File: config.mk
export PLATFORM = sky130hd
export DESIGN_NAME = oc8051_fv_sat_cnt
export DESIGN_NICKNAME = d
export VERILOG_FILES = /design/src/rtl/oc8051_fv_sat_cnt.sv
export SDC_FILE = /design/constraint.sdc
export NUM_CORES = 1
export LEC_CHECK = 0
export BUFFER_PORTS_ARGS = -buffer_cell sky130_fd_sc_hd__buf_2
export CORE_AREA = 2 2 39 41
export CTS_CLUSTER_DIAMETER = 200
export DETAILED_ROUTE_END_ITERATION = 10
export DIE_AREA = 0 0 41 43
export PLACE_DENSITY = 0.59
export SKIP_LAST_GASP = 1
export SLEW_MARGIN = 20
export SYNTH_ARGS = -nofsm -noshare
export SYNTH_HDL_FRONTEND = slang
export SYNTH_SLANG_ARGS = --single-unit
File: constraint.sdc
create_clock -name clk -period 1.5 [get_ports clk]
set_input_delay 0.15 -clock clk [delete_from_list [all_inputs] [get_ports clk]]
set_output_delay 0.15 -clock clk [all_outputs]
set_load 0.1 [all_outputs]
File: src/rtl/oc8051_fv_sat_cnt.sv
// Up-counter with synchronous clear that sticks at all-ones instead of wrapping.
module oc8051_fv_sat_cnt #(
  parameter int W = 8
) (
  input  logic         clk,
  input  logic         clr,
  input  logic         inc,
  output logic [W-1:0] count
);

  // Clear wins over increment; an all-ones count holds.
  always_ff @(posedge clk) begin
    if (clr)                     count <= '0;
    else if (inc && (count != '1)) count <= count + W'(1);
  end

endmodule

After elaboration in Yosys (flattened, before gate mapping)
Cells that the tools add are included.

$add $sub $neg: 1. Equal/unequal tests: 1. Reductions and logical operators: 1.

Operators by type and width (number): $add 8x1->8 const B (1); $ne 8x8->1 const B (1); $logic_and 1x1->1 (1).

Register bits: 8. Input port bits: 3. Output and inout bits: 8. Word-level logic and storage cells: 4.

Longest topological paths before layout
Depth in word-level cells: 2. Depth in mapped cells: 4. Depth with buffers taken out: 4.

Least setup slack after synthesis
No wires, ideal clock.

Path kind: register to register. Start: reg count[0]. End: reg count[0]. Library setup time: 121 ps. Arrival time: 1904 ps. Data required time: 1379 ps. Slack: -525 ps. Cell stages (with the launch flop): 5. Buffers on the path: 0. Period minus slack after synthesis: 2025 ps. Path through: dfxtp_1 ha_1 and3_4 a21boi_4 mux2_4.

Word-level cells in the longest chain between the ends: 2. Elaborated cells on any way between the ends: 3. Classes of those cells: add/sub (1); eq/ne (1); reduce/logical (1).

RTL lines: start: declaration (line 8) `output logic [W-1:0] count`; start signal: assignment (line 14) `else if (inc && (count != '1)) count <= count + W'(1);`; branches (longest 2 deep; another with $add 8x1->8).

Parallel ways; which one is timed is not known. A chain may end at the register's enable or synchronous reset.

Worst setup path after layout
Ends and elaborated chain as after synthesis.

==> results.ini <==
[sta]
rsz0062_at_grt=no
slew_headroom_pct=67.9
max_freq_mhz=736
finalSetupViolCount=0
skew_ns=0.00170
finalHoldViolCount=0
finalCritPeriodShare_pct=90.5
fin_crit_ns=1.36
setup_tns_ns=0
setup_slack_ns=0.142
slew_viol_final=0
tightest_slew_ns=0.486

[floorplanning]
num_rows=14
initial_utilization_pct=31.1
dieWidth_um=41
io_pins=11
die_h_um=43
dieArea_um2=1760
core_um2=1380

[route]
ant_nets=0
drt_iter0_markers=10
vias=409
detail_route.wl_per_cell_um=12.5
vias_per_cell=5.45
drt-pass1-iter-count=4
routed_wl_um=940
drc=0

[finish]
final_nets=64
n_fill_cell=148
multi_input_area_um2=258
final_cell_mix=buf_2 (10), dfxtp_4 (6), a21oi_1 (5), nand2_1 (5), clkbuf_4 (3)
max_flop_register=count
regArea_um2=185
syn2layout_area_growth_pct=26.2
layout_commonest_cell=buf_2
drive_gt1_share_pct=45.8
fin_area_um2=543
largest_reg_flops=8
utilization_pct=39.2
top_regs=count (8)
num_antenna_cells=0

[worst_setup_path]
cp_slowest_stage_delay_ns=0.36
worstPathCellList=ha_2 > and3_4 > a21boi_4 > mux2_4
cp_max_fo=6
crit_buf_inv=0
cp_top_family=flip-flops
cp.arrival_ns=1.51
reg2regPathDepth=4
crit_slowest_cell=dfxtp_4
required_ns=1.65
startpoint_type=register
worstSetupEndpointType=register
cp_num_cells=4
crit_type=register to register

[logic_synthesis]
synth_area_um2=430
netlist_instances=46
ys_seq_elements=8
synthTopCellsByArea=dfxtp_1 (37%), a21oi_1 (5.8%), a21boi_4 (4.4%)
synth_top_area_cell=dfxtp_1
synth_edf_count=0
yosysUniqueCellTypes=25
synthFlopType=dfxtp_1
synthesis.nets=50
synth_top_area_share_pct=37.2
synthArstFlopShare_pct=0
synth_seq_area_share_pct=37.2
synth_warnings=0
syn-mean-instance-area_um2=9.36

[place]
gp_congestion=0.760
hpwl_um=675
post-place-ws_ns=0.142
numPortBuffers=10
place_area_um2=517

[pwr]
p_per_area_nw_per_um2=884
clkPwrFrac_pct=39.3
p_switching_mw=0.148
swShare_pct=30.9
comb_power_share_pct=15.3
p_total_mw=0.480
p_int_mw=0.332
power_leakage_nw=0.221
seq_power_share_pct=45.4
ir_drop_v=0.000371

[global_route]
gr-total-overflow=0
grtUsageTotal_pct=14.1
grt_pass1_wl_um=1590
antenna_found_initial=0
grt_pass1_vias=370
grt_max_degree=9

[clock_tree]
cts_buffers=3
cts_resized=0
root_buffer=clkbuf_4
holdBufCountCts=0
clkLatencyLatePin_ns=0.26
cts_buffer_depth=2
clk_pin_slew_ns=0.06
post_cts_buffers=0
cts_tree=built
clock-sinks=8
cts_max_level=1

[worst_hold_path]
holdPathStages=2
min_path_type=primary input to register

[status]
status=finished, final reports clean

[run]
maxCapViolCount=0

-- power by group through the flow --
stage          combinational, mW  sequential [mW]  clock (mW)
4_1_cts                   0.0742            0.218       0.194
3_3_place_gp              0.0740            0.222           0
3_5_place_dp              0.0741            0.223           0
5_1_grt                   0.0769            0.220       0.206
6_report                  0.0733            0.218       0.189
2_1_floorplan             0.0190            0.261           0
-- cells in the mapped netlist, types with 2 or more instances --
cell type and count:
a211oi_1 2, nor3_1 2, nand2_1 5, nand3_1 2
dfxtp_1 8, and4_1 2, a21oi_1 5, o21bai_1 2
nand4_1 2
-- logic make-up (layout without fill, tap and decap cells) --
family / count (synthesis) / in the layout / synth area share, %
and+or+nand+nor: 18 / 18 / 24.7
AOI/OAI and AO/OA: 15 / 15 / 25.9
buffers and inverters: 2 / 15 / 3.49
DFF: 8 / 8 / 37.2
adders and majority gates: 1 / 1 / 2.91
muxes: 2 / 2 / 5.81
-- metrics by stage --
| step | hold WS [ns] | cells |
|---|---|---|
| 4_1_cts | 0.146 | 75 |
| 3_5_place_dp | 0.424 | 71 |
| 3_3_place_gp | 0.430 | 71 |
| 2_1_floorplan | 0.213 | 46 |
| 6_report | 0.149 | 75 |
| 5_1_grt | 0.157 | 75 |
-- final cells by class --
class | instances | share of cell area (%)
multi-input cells | 36 | 47.5
flip-flops and latches | 8 | 34.1
repair buffers | 10 | 9.22
clock buffers | 4 | 4.84
well taps | 16 | 3.69
inverters | 1 | 0.691
-- worst paths after layout --
path,start,end,slack [ns]
worst max-delay path,count[0]$_SDFFE_PP0P_,count[0]$_SDFFE_PP0P_,0.14
worst min-delay path,clr,count[7]$_SDFFE_PP0P_,0.15
worst max register to register,count[0]$_SDFFE_PP0P_,count[0]$_SDFFE_PP0P_,0.14
worst min register to register,count[5]$_SDFFE_PP0P_,count[5]$_SDFFE_PP0P_,0.46
-- per-layer routing --
| metal | routed length, µm | track usage [%] | vias to the layer above |
|---|---|---|---|
| met4 | 39 | 14.0 | 0 |
| met5 | 0 | 0 | - |
| met1 | 455 | 19.0 | 187 |
| li1 | - | - | 203 |
| met3 | 52 | 3.14 | 5 |
| met2 | 393 | 16.9 | 14 |
Power figures use the tool's default switching activity.
